--- config.mk ---
export PLATFORM = sky130hd
export DESIGN_NAME = pipe_step_ctrl
export DESIGN_NICKNAME = d
export VERILOG_FILES = /design/src/rtl/pipe_step_ctrl_pkg.sv /design/src/rtl/pipe_step_ctrl_sat_counter.sv /design/src/rtl/pipe_step_ctrl.sv
export SDC_FILE = /design/constraint.sdc
export NUM_CORES = 1
export LEC_CHECK = 0
export CAP_MARGIN = 10
export CORE_MARGIN = 3
export CORE_UTILIZATION = 50
export CTS_CLUSTER_SIZE = 28
export DETAILED_ROUTE_END_ITERATION = 8
export HOLD_SLACK_MARGIN = 0.08
export PLACE_DENSITY = 0.74
export RECOVER_POWER = 25
export SKIP_LAST_GASP = 1
export SLEW_MARGIN = 0
export SYNTH_ARGS = -nofsm -noshare
export SYNTH_HDL_FRONTEND = slang
export SYNTH_SLANG_ARGS = --single-unit
--- constraint.sdc ---
create_clock -name clk -period 2.9 [get_ports clk]
set_input_delay 0.435 -clock clk [delete_from_list [all_inputs] [get_ports clk]]
set_output_delay 0.435 -clock clk [all_outputs]
set_load 0.05 [all_outputs]
--- src/rtl/pipe_step_ctrl_pkg.sv ---
// Shared pipeline definitions: opcode constants plus the
// debug-step command and controller state encodings.
package pipe_step_ctrl_pkg;

    localparam logic [6:0]  OPC_SYSTEM = 7'b1110011;
    localparam logic [31:0] INSN_HALT  = 32'h0010_0073;

    typedef enum logic [1:0] {
        CMD_RUN   = 2'b00,
        CMD_STEP  = 2'b01,
        CMD_PAUSE = 2'b10,
        CMD_CLEAR = 2'b11
    } dbg_cmd_e;

    typedef enum logic [2:0] {
        ST_IDLE   = 3'd0,
        ST_RUN    = 3'd1,
        ST_STEP   = 3'd2,
        ST_DRAIN  = 3'd3,
        ST_HALTED = 3'd4
    } step_state_e;

endpackage

--- src/rtl/pipe_step_ctrl_sat_counter.sv ---
// Up-counter that sticks at all-ones; clear beats increment.
module sat_counter #(
    parameter int W = 32
) (
    input  logic         clk,
    input  logic         i_reset,
    input  logic         clr,
    input  logic         inc,
    output logic [W-1:0] cnt
);

    always_ff @(posedge clk or negedge i_reset) begin
        if (!i_reset) begin
            cnt <= '0;
        end else if (clr) begin
            cnt <= '0;
        end else if (inc && (cnt != {W{1'b1}})) begin
            cnt <= cnt + W'(1);
        end
    end

endmodule

--- src/rtl/pipe_step_ctrl.sv ---
// Debug run/step/pause controller driving the pipeline freeze,
// with HALT drain sequencing and an advanced-cycle counter.
module pipe_step_ctrl
    import pipe_step_ctrl_pkg::*;
#(
    parameter int DRAIN_CYCLES = 3,
    parameter int CNT_W        = 32
) (
    input  logic             clk,
    input  logic             i_reset,
    input  logic             i_cmd_valid,
    input  logic [1:0]       i_cmd,
    output logic             o_cmd_ready,
    input  logic             i_halt_decoded,
    output logic             o_step,
    output logic [2:0]       o_state,
    output logic [CNT_W-1:0] o_cycle_cnt,
    output logic             o_done
);

    localparam int DW = (DRAIN_CYCLES > 1) ? $clog2(DRAIN_CYCLES) : 1;
    localparam logic [DW-1:0] DRAIN_LOAD =
        (DRAIN_CYCLES > 0) ? DW'(DRAIN_CYCLES - 1) : '0;
    localparam bit NO_DRAIN = (DRAIN_CYCLES == 0);

    step_state_e   state_q, state_d;
    logic [DW-1:0] drain_q, drain_d;
    logic          step_q;
    logic          done_q;
    logic          cmd_acc;
    logic          clr;
    dbg_cmd_e      cmd;

    assign cmd         = dbg_cmd_e'(i_cmd);
    assign o_cmd_ready = (state_q == ST_IDLE) || (state_q == ST_RUN) ||
                         (state_q == ST_HALTED);
    assign cmd_acc     = i_cmd_valid && o_cmd_ready;

    always_comb begin
        state_d = state_q;
        drain_d = drain_q;
        clr     = 1'b0;
        case (state_q)
            ST_IDLE: begin
                if (cmd_acc) begin
                    case (cmd)
                        CMD_RUN:   state_d = ST_RUN;
                        CMD_STEP:  state_d = ST_STEP;
                        CMD_CLEAR: clr = 1'b1;
                        default:   state_d = ST_IDLE;
                    endcase
                end
            end
            ST_RUN, ST_STEP: begin
                // A decoded HALT swallows any command accepted alongside it
                if (i_halt_decoded) begin
                    if (NO_DRAIN) begin
                        state_d = ST_HALTED;
                    end else begin
                        state_d = ST_DRAIN;
                        drain_d = DRAIN_LOAD;
                    end
                end else if (state_q == ST_STEP) begin
                    state_d = ST_IDLE;
                end else if (cmd_acc && (cmd == CMD_PAUSE)) begin
                    state_d = ST_IDLE;
                end else if (cmd_acc && (cmd == CMD_CLEAR)) begin
                    clr = 1'b1;
                end
            end
            ST_DRAIN: begin
                if (drain_q == '0) begin
                    state_d = ST_HALTED;
                end else begin
                    drain_d = drain_q - DW'(1);
                end
            end
            ST_HALTED: begin
                if (cmd_acc && (cmd == CMD_CLEAR)) begin
                    clr     = 1'b1;
                    state_d = ST_IDLE;
                end
            end
            default: state_d = ST_IDLE;
        endcase
    end

    always_ff @(posedge clk or negedge i_reset) begin
        if (!i_reset) begin
            state_q <= ST_IDLE;
            drain_q <= '0;
            step_q  <= 1'b1;
            done_q  <= 1'b0;
        end else begin
            state_q <= state_d;
            drain_q <= drain_d;
            step_q  <= (state_d == ST_IDLE) || (state_d == ST_HALTED);
            done_q  <= (state_d == ST_HALTED) && (state_q != ST_HALTED);
        end
    end

    sat_counter #(.W(CNT_W)) u_cnt (
        .clk     (clk),
        .i_reset (i_reset),
        .clr     (clr),
        .inc     (!step_q),
        .cnt     (o_cycle_cnt)
    );

    assign o_step  = step_q;
    assign o_state = state_q;
    assign o_done  = done_q;

endmodule
## After elaboration in Yosys (flattened, before gate mapping)

Cells that the tools add are included.

| cells by class | value |
|---|---|
| add/sub/neg operators | 2 |
| equality and inequality tests | 12 |
| mux-type cells | 20 |
| reduce and logical (&&, ||, !) cells | 17 |

Operators by type and width:

| kind | count |
|---|---|
| 32-bit 2-to-1 mux | 2 |
| 32-bit by 1-bit adder with 32-bit output, second input constant | 1 |
| 32-bit != test, second input constant | 1 |
| 3-bit 2-to-1 mux | 6 |
| 3-bit case mux with 4 select lines | 1 |
| 3-bit case mux with 3 select lines | 1 |
| 3-bit by 2-bit == test with 1-bit output, second input constant | 2 |
| 3-bit == test, second input constant | 2 |
| 3-bit logical NOT | 2 |
| 1-bit 2-to-1 mux | 6 |
| 1-bit logical AND | 5 |
| 2-bit == test, second input constant | 2 |
| 2-bit logical NOT | 2 |
| 2-bit 2-to-1 mux | 2 |
| 2-bit != test, second input constant | 2 |
| 2-bit case mux with 2 select lines | 1 |
| 2-bit nonzero test | 2 |
| 3-bit by 1-bit == test with 1-bit output, second input constant | 1 |
| 1-bit logical OR | 3 |
| 3-bit != test, second input constant | 1 |
| 1-bit case mux with 3 select lines | 1 |
| 3-bit AND reduction | 1 |
| 2-bit by 1-bit == test with 1-bit output, second input constant | 1 |
| 2-bit OR reduction | 1 |
| 2 further kinds | 2 |

| storage, ports and cells | value |
|---|---|
| input port bits | 6 |
| output and inout bits | 38 |
| register bits | 39 |

## Logic depth before layout (Yosys ltp)

Gate-level depths: netlist of run 1.

| logic depth | value |
|---|---|
| word-level depth | 11 |
| mapped depth | 7 |

## By module

Synthesis of run 1 repeated with hierarchy kept, for this count alone.

| second synthesis, totals | value |
|---|---|
| cells, all modules | 243 |
| area total of the unflattened synthesis | 2282.2 µm² |

Modules (own cells, without submodules):

| module | cells an instance | sequential area each (µm²) | times used | area each (µm²) |
|---|---|---|---|---|
| sat_counter | 198 | 800.8 | 1 | 1854.3 |
| pipe_step_ctrl | 45 | 176.4 | 1 | 427.9 |

## Worst setup path before layout of run 1

Ideal clock, no wire load.

| timing | value |
|---|---|
| kind | flip-flop to flip-flop |
| start point | reg u_cnt.cnt[1] |
| end point | reg u_cnt.cnt[24] |
| arrival | 2.470 ns |
| data required time | 2.817 ns |
| clock period less this slack | 2.553 ns |
| stages on the path, launching flop included | 7 |
| path buffers | 0 |
| slack | 0.347 ns |
| cell sequence | dfrtp_1 ha_1 nand3_1 or3_4 a2111oi_4 or4b_1 o21ai_0 |

| on the way | value |
|---|---|
| word-level cells in the longest chain between the ends | 3 |
| elaborated cells on any way between the ends | 6 |

RTL lines:

| what | line | RTL |
|---|---|---|
| start, declared | pipe_step_ctrl_sat_counter.sv:9 | `output logic [W-1:0] cnt` |
| start signal, assigned | pipe_step_ctrl_sat_counter.sv:18 | `cnt <= cnt + W'(1);` |
| 32-bit by 1-bit adder with 32-bit output / 32-bit != test (equally long branches) | pipe_step_ctrl_sat_counter.sv:18, pipe_step_ctrl_sat_counter.sv:17 |  |
| 32-bit 2-to-1 mux / 1-bit logical AND (equally long branches) | pipe_step_ctrl_sat_counter.sv:17 | `end else if (inc && (cnt != {W{1'b1}})) begin` |
| 32-bit 2-to-1 mux / 2-bit nonzero test (equally long branches) | -- |  |

Several ways; a longest one is shown, not always the timed one. The select of a mux whose other input is x is not followed.
A chain may end at the register's enable or synchronous reset.

## Worst setup path after layout of run 1

| timing | value |
|---|---|
| start point | reg u_cnt.cnt[0] |
| end point | reg u_cnt.cnt[2] |

The elaborated chain is that of the path after synthesis.

==> results of run 1 <==
==> sequential cells by signal (all words and copies together), names as in the netlist <==
name,flops
u_cnt.cnt,32
o_state,3
o_done,1
drain_q,2
o_step,1
==> layout make-up <==
class                           instances  area share [%]
Inverter                                8           1.065
Multi-Input combinational cell        195           43.88
Sequential cell                        39           34.65
Timing Repair Buffer                   44           15.31
Clock buffer                            7           2.706
Clock inverter                          1          0.1775
Tap cell                               50           2.218
==> path summary, 6_finish.rpt <==
| kind | from | endpoint | slack (ns) | depth (start not counted) |
|---|---|---|---|---|
| min in group asynchronous | i_reset | u_cnt.cnt[22] | 0.73 | 1 |
| setup / recovery | u_cnt.cnt[0] | u_cnt.cnt[2] | 0.51 | 6 |
| setup reg to reg | u_cnt.cnt[0] | u_cnt.cnt[2] | 0.51 | 6 |
| hold / removal | drain_q[1] | drain_q[1] | 0.51 | 1 |
| max in group asynchronous | i_reset | o_state[1] | 0.99 | 1 |
| hold reg to reg | drain_q[1] | drain_q[1] | 0.51 | 1 |
==> per-layer routing <==
metal	vias to the layer above	GRT usage, %	share of wire (%)
met1	1020	32.05	48
li1	1050	-	-
met4	0	5.433	1.0
met2	71	34.06	45
met5	-	0	0
met3	7	5.609	6.2
==> synth_stat cells, types with 7 or more instances <==
master,n,area [sq um]
sky130_fd_sc_hd__clkbuf_1,11,41.29
sky130_fd_sc_hd__nor2_1,18,67.56
sky130_fd_sc_hd__or4_1,7,52.55
sky130_fd_sc_hd__or3_1,8,50.05
sky130_fd_sc_hd__inv_1,8,30.03
sky130_fd_sc_hd__a21oi_1,22,110.1
sky130_fd_sc_hd__nand4_1,10,62.56
sky130_fd_sc_hd__dfrtp_1,38,950.9
sky130_fd_sc_hd__o21ai_0,13,65.06
sky130_fd_sc_hd__nand3_1,10,50.05
sky130_fd_sc_hd__nand2_1,22,82.58
==> where the power goes <==
group,switching (W),internal (W),leakage (nW)
logic,0.000531,0.000300,0.525
registers,0.000174,0.000647,0.526
clock network,0.000189,0.000169,0.0422
total,0.000894,0.00112,1.09
==> placed cells by master (no fill, tap or decap), types with 3 or more instances in the layout <==
cell,instances
sky130_fd_sc_hd__a2111oi_0,3
sky130_fd_sc_hd__a21oi_1,22
sky130_fd_sc_hd__a31o_2,3
sky130_fd_sc_hd__and3_1,6
sky130_fd_sc_hd__and4_1,5
sky130_fd_sc_hd__clkbuf_1,3
sky130_fd_sc_hd__clkbuf_8,5
sky130_fd_sc_hd__clkdlybuf4s50_1,42
sky130_fd_sc_hd__dfrtp_1,38
sky130_fd_sc_hd__inv_1,8
sky130_fd_sc_hd__nand2_1,22
sky130_fd_sc_hd__nand2b_1,5
sky130_fd_sc_hd__nand3_1,10
sky130_fd_sc_hd__nand4_1,10
sky130_fd_sc_hd__nand4b_1,3
sky130_fd_sc_hd__nor2_1,18
sky130_fd_sc_hd__nor2b_1,4
sky130_fd_sc_hd__nor3_1,6
sky130_fd_sc_hd__o211ai_1,3
sky130_fd_sc_hd__o21ai_0,13
sky130_fd_sc_hd__o31ai_1,6
sky130_fd_sc_hd__o41ai_1,4
sky130_fd_sc_hd__or3_1,8
sky130_fd_sc_hd__or4_1,7
sky130_fd_sc_hd__xnor2_1,5
==> per-stage QoR <==
stage	cells	hold WS [ns]	util [%]	power, W	area [sq um]
2_1_floorplan	254	0.1394	-	0.001379	2291
3_3_place_gp	336	0.4939	65.22	0.001648	2740
3_5_place_dp	336	0.5065	65.22	0.001662	2740
4_1_cts	344	0.2832	67.15	0.002024	2821
5_1_grt	344	0.5449	67.12	0.002132	2820
6_report	344	0.5139	67.12	0.002010	2820
==> kinds of logic after synthesis <==
group	share of synthesized area [%]
XOR/XNOR	1.911
AO/OA/AOI/OAI	20.70
buffers and inverters	3.331
AND/OR/NAND/NOR	29.87
multiplexers	0.4369
flip-flops	42.65
adder cells (fa/ha/maj)	1.092
==> out/results.tsv, run 1 <==
stage	metric	value	unit
outcome	status	finished with violations	
outcome	violations in the final reports	max-capacitance violations, max-slew violations	
logic_synthesis	synthesized instance count	254	
global_routing	number of antenna violations at the first check in global routing	0	
final_layout	diodes inserted	0	
placed_design	Routability Congestion	0.8380	
critical_path	worst path buffer plus inverter count	0	
clock_tree	worst-case clock buffer depth	2	
clock_tree	clock tree from TritonCTS	done	
clock_tree	post-CTS setup buffer count	0	
critical_path	CP Class	flip-flop to flip-flop	
logic_synthesis	post-synthesis sequential element count	39	
critical_path	worst endpoint data arrival time	2.61	ns
global_routing	global-route wire length before repair	9.563	mm
timing	final critical delay including setup and external delays	2.389	ns
drt	Detailed Route WL	5.529	mm
placed_design	dpl hpwl	3.964	mm
placed_design	Placement Setup Slack	0.5439	ns
critical_path	cell with the biggest individual delay on the critical path	sky130_fd_sc_hd__nor4_1	
global_routing	GRT overflow	0	
timing	final setup violation count	0	
timing	Max Fclk	418.6	MHz
timing	max-slew violation count	40	
clock_tree	H-tree levels	2	
logic_synthesis	sequential cell area fraction in the yosys report	42.65	%
clock_tree	insertion delay of the later-clocked pin in the worst-skew pair	0.30	ns
floorplan	initial standard-cell utilization of the core	54.53	%
timing	final sum of negative setup slack	0	ns
floorplan	die footprint	5430	sq um
timing	RSZ-0062 raised after global routing	no	
clock_tree	Worst-path clk slew	0.07	ns
logic_synthesis	net count after synthesis	262	
min_path	class of the most critical hold timing path	flip-flop to flip-flop	
floorplan	Floorplan Core Area	4202	sq um
drt	Avg Vias per Cell	6.244	
logic_synthesis	FFs w/ async S/R, synth	100.0	%
clock_tree	Post-CTS Hold Fix Bufs	0	
floorplan	die extent in x	73.69	um
timing	Hold Fails Final Rpt	0	
global_routing	All-Layer GR Usage	22.46	%
placed_design	Buffers on Ports	43	
critical_path	largest fanout on the critical path	13	
logic_synthesis	Top FF cell, synth	sky130_fd_sc_hd__dfrtp_1	
drt	average wire per cell in the routed design	16.07	um
timing	Setup Skew	0.003219	ns
final_layout	area taken by flip-flops and latches	977.2	sq um
logic_synthesis	mean area per synthesized cell	9.019	sq um
drt	number of design-rule violations left by the first detailed-router iteration	176	
critical_path	startpoint type of the worst setup path	flip-flop	
floorplan	row count	23	
clock_tree	number of cells upsized or downsized after cts	0	
drt	vias post-DR	2148	
critical_path	endpoint type of the worst setup path	flip-flop	
power	leakage	1.093	nW
drt	number of optimization iterations in the first detailed-route pass	4	
critical_path	family of cells with the greatest summed delay on the critical path	simple AND/OR/NAND/NOR gates	
global_routing	number of global-route vias before repair	2003	
timing	Max-slew headroom	-38.26	%
floorplan	DIE HEIGHT	73.69	um
drt	total DRC errors in the routed layout	0	
floorplan	IO Pins	44	
flow_run	number of max-cap violations	1	
final_layout	share of post-route cells with drive strength above 1	4.762	%
critical_path	CP Data Required Time	3.12	ns
logic_synthesis	post-synthesis instance area	2291	sq um
drt	residual antenna-violating net count after detailed routing	0	
timing	min setup slack post-route	0.5109	ns
logic_synthesis	number of synthesis warnings	0	
clock_tree	cell chosen for the clock root	sky130_fd_sc_hd__clkbuf_8	
clock_tree	Inserted Clock Buffers	5	
final_layout	total number of nets in the final design	301	
power	Power Dens Cells	712.8	nW/um^2
global_routing	largest net degree at the start of global routing	40	
timing	actual slew at the worst max-slew pin	2.074	ns
final_layout	fillcell total	360	
critical_path	Critical Path, Cell by Cell	ha_1 > nand3_1 > nor4_1 > and4_1 > o21ai_0 > a21oi_1	
clock_tree	CTS Sinks	39	
critical_path	maximum single-stage delay on the critical path	0.62	ns
final_layout	footprint of the multi-input gates	1237	sq um
logic_synthesis	unique cell type count in the Yosys netlist	47	
timing	share of the clock period used by the worst path	82.38	%
logic_synthesis	number of flops mapped to enable cells by yosys	0	
power	Max rail drop VDD	0.6224	mV
final_layout	synthesis-to-layout area growth	23.10	%
Note: power is estimated with default switching activity, not from simulation.
==> run 2, diff against run 1 <==
- clock period: 2.9 -> 2.3 ns (I/O delays scaled with it)
==> run 2 against run 1 <==
  * The run now ends clean
  * Sequential cell count did not move
  * Sequential power rose by 21%
  * Design area rose by 5.7%
  * First-iteration DRC count fell by 23%
  * Clock skew rose by 0.0021 ns
  * Core utilization rose by 3.8 points
  * Via count rose by 4.3%
  * Maximum frequency rose by 8.8%
  * Non-clock buffer count rose by 16
  * Clock-buffer cell count rose by 1
  * Highest routed layer unchanged
==> out/results.tsv, run 2 (same netlist as run 1, synthesis figures left out) <==
stage	metric	value	unit
placed_design	Routability Congestion	0.8579	
final_layout	share of post-route cells with drive strength above 1	13.55	%
clock_tree	insertion delay of the later-clocked pin in the worst-skew pair	0.29	ns
critical_path	endpoint type of the worst setup path	flip-flop	
outcome	status	finished, final reports clean	
power	reported net switching power	0.001139	W
timing	RSZ-0062 raised after global routing	no	
clock_tree	CTS Sinks	39	
floorplan	IO Pins	44	
global_routing	number of antenna violations at the first check in global routing	0	
drt	Avg Vias per Cell	6.225	
critical_path	CP Data Required Time	2.51	ns
final_layout	diodes inserted	0	
power	Clk pwr share	19.0	%
timing	Setup Skew	0.005283	ns
flow_run	number of max-cap violations	0	
floorplan	DIE HEIGHT	73.69	um
global_routing	met2 track demand over resource in global routing	36.22	%
critical_path	CP Class	flip-flop to flip-flop	
drt	average wire per cell in the routed design	15.79	um
clock_tree	worst-case clock buffer depth	2	
timing	min setup slack post-route	0.1037	ns
timing	share of the clock period used by the worst path	95.49	%
timing	final sum of negative setup slack	0	ns
power	Max rail drop VDD	0.6745	mV
drt	number of optimization iterations in the first detailed-route pass	4	
critical_path	cell with the biggest individual delay on the critical path	sky130_fd_sc_hd__or4b_1	
global_routing	global-route wire length before repair	9.349	mm
critical_path	worst endpoint data arrival time	2.40	ns
global_routing	busiest layer in global routing	met2	
drt	residual antenna-violating net count after detailed routing	0	
final_layout	top library cells by usage in the layout, fill and taps aside	sky130_fd_sc_hd__clkdlybuf4s50_1 (42), sky130_fd_sc_hd__dfrtp_1 (31), sky130_fd_sc_hd__a21oi_1 (22), sky130_fd_sc_hd__nand2_1 (22), sky130_fd_sc_hd__nor2_1 (18)	
clock_tree	cell chosen for the clock root	sky130_fd_sc_hd__clkbuf_8	
placed_design	dpl hpwl	4.175	mm
power	logic gate share of total power	43.8	%
power	Sw Share	42.76	%
power	Final Power	0.002663	W
placed_design	area after detailed placement	2864	sq um
timing	Hold Fails Final Rpt	0	
clock_tree	Worst-path clk slew	0.07	ns
global_routing	largest net degree at the start of global routing	40	
drt	vias post-DR	2241	
timing	final setup violation count	0	
critical_path	worst path buffer plus inverter count	0	
timing	Max-slew headroom	42.36	%
clock_tree	clock tree from TritonCTS	done	
final_layout	synthesis-to-layout area growth	30.15	%
timing	final critical delay including setup and external delays	2.196	ns
drt	Detailed Route WL	5.686	mm
final_layout	leading cell type in the layout, fill and taps excluded	sky130_fd_sc_hd__clkdlybuf4s50_1	
final_layout	Finished Core Util	70.96	%
global_routing	number of global-route vias before repair	2055	
critical_path	Critical Path, Cell by Cell	ha_2 > nand3_2 > or3_4 > a2111oi_4 > or4b_1 > o21ai_0	
clock_tree	Inserted Clock Buffers	5	
floorplan	die footprint	5430	sq um
final_layout	register with the highest flop count	u_cnt.cnt	
power	Power Dens Cells	893.2	nW/um^2
power	leakage	1.176	nW
timing	Max Fclk	455.3	MHz
floorplan	row count	23	
critical_path	startpoint type of the worst setup path	flip-flop	
timing	max-slew violation count	0	
placed_design	Buffers on Ports	43	
min_path	class of the most critical hold timing path	primary input to asynchronous set/reset pin	
drt	number of design-rule violations left by the first detailed-router iteration	135	
critical_path	maximum single-stage delay on the critical path	0.46	ns
floorplan	Floorplan Core Area	4202	sq um
timing	actual slew at the worst max-slew pin	0.8646	ns
global_routing	GRT overflow	0	
critical_path	family of cells with the greatest summed delay on the critical path	simple AND/OR/NAND/NOR gates	
final_layout	fillcell total	350	
final_layout	total number of nets in the final design	317	
placed_design	Placement Setup Slack	0.1204	ns
final_layout	area taken by flip-flops and latches	985.9	sq um
critical_path	largest fanout on the critical path	7	
global_routing	routing usage on met3	5.062	%
global_routing	All-Layer GR Usage	21.96	%
power	cell-internal power	0.001524	W
floorplan	initial standard-cell utilization of the core	54.53	%
clock_tree	Post-CTS Hold Fix Bufs	0	
power	portion of total power attributed to sequential cells	37.2	%
floorplan	die extent in x	73.69	um
final_layout	footprint of the multi-input gates	1250	sq um
global_routing	met1 Track Usage GR	28.29	%
drt	total DRC errors in the routed layout	0	
final_layout	Largest register FFs	32	
clock_tree	H-tree levels	2	
final_layout	cell area after layout	2982	sq um
==> run 2: metrics by stage <==
| step | hold WS, ns | std cells |
|---|---|---|
| floorplan | 0.04941 | 254 |
| global placement | 0.4910 | 351 |
| detailed placement | 0.4972 | 351 |
| CTS | 0.1925 | 359 |
| global route | 0.2156 | 360 |
| finish | 0.1667 | 360 |
==> run 2: final timing paths <==
check | from | to | slack, ns | cells after the start
min | i_reset | u_cnt.cnt[22] | 0.17 | 1
max in group asynchronous | i_reset | u_cnt.cnt[19] | 1.54 | 1
max reg2reg | u_cnt.cnt[0] | u_cnt.cnt[24] | 0.10 | 6
min in group clk | drain_q[1] | drain_q[1] | 0.51 | 1
min reg2reg | drain_q[1] | drain_q[1] | 0.51 | 1
max | u_cnt.cnt[0] | u_cnt.cnt[24] | 0.10 | 6
==> run 2: worst reg2reg max path, delay by kind of cell (launching register included) <==
kind	cells	cell delay [ns]
adder cells (fa/ha/maj)	1	0.21
AND/OR/NAND/NOR	3	1.01
flip-flops	1	0.42
AO/OA/AOI/OAI	2	0.47
==> run 2: power groups by stage <==
stage                     clock network, W  registers, W  logic (W)
final                             0.000506      0.000991    0.00117
after global routing              0.000550       0.00101    0.00125
after CTS                         0.000524      0.000985    0.00117
after detailed placement                 0      0.000998    0.00116
after global placement                   0      0.000992    0.00115
after floorplan                          0       0.00134   0.000409
==> run 2: what timing repair did <==
item | in CTS | in global routing
resized for setup | 0 | 2
buffers inserted | 0 | 1
endpoints found under the setup margin | 0 | 2
==> run 2: routing by layer <==
layer	vias to the layer above	part of all wire [%]
met3	6	5.1
met4	0	0.83
met5	-	0
met1	1082	46
met2	69	48
li1	1084	-
==> run 2: area by class of cell <==
cell class | count | share of cell area, %
multi-input cells | 195 | 41.92
flip-flops and latches | 39 | 33.07
repair buffers | 60 | 18.55
clock buffers | 8 | 3.357
well taps | 50 | 2.098
inverters | 8 | 1.007
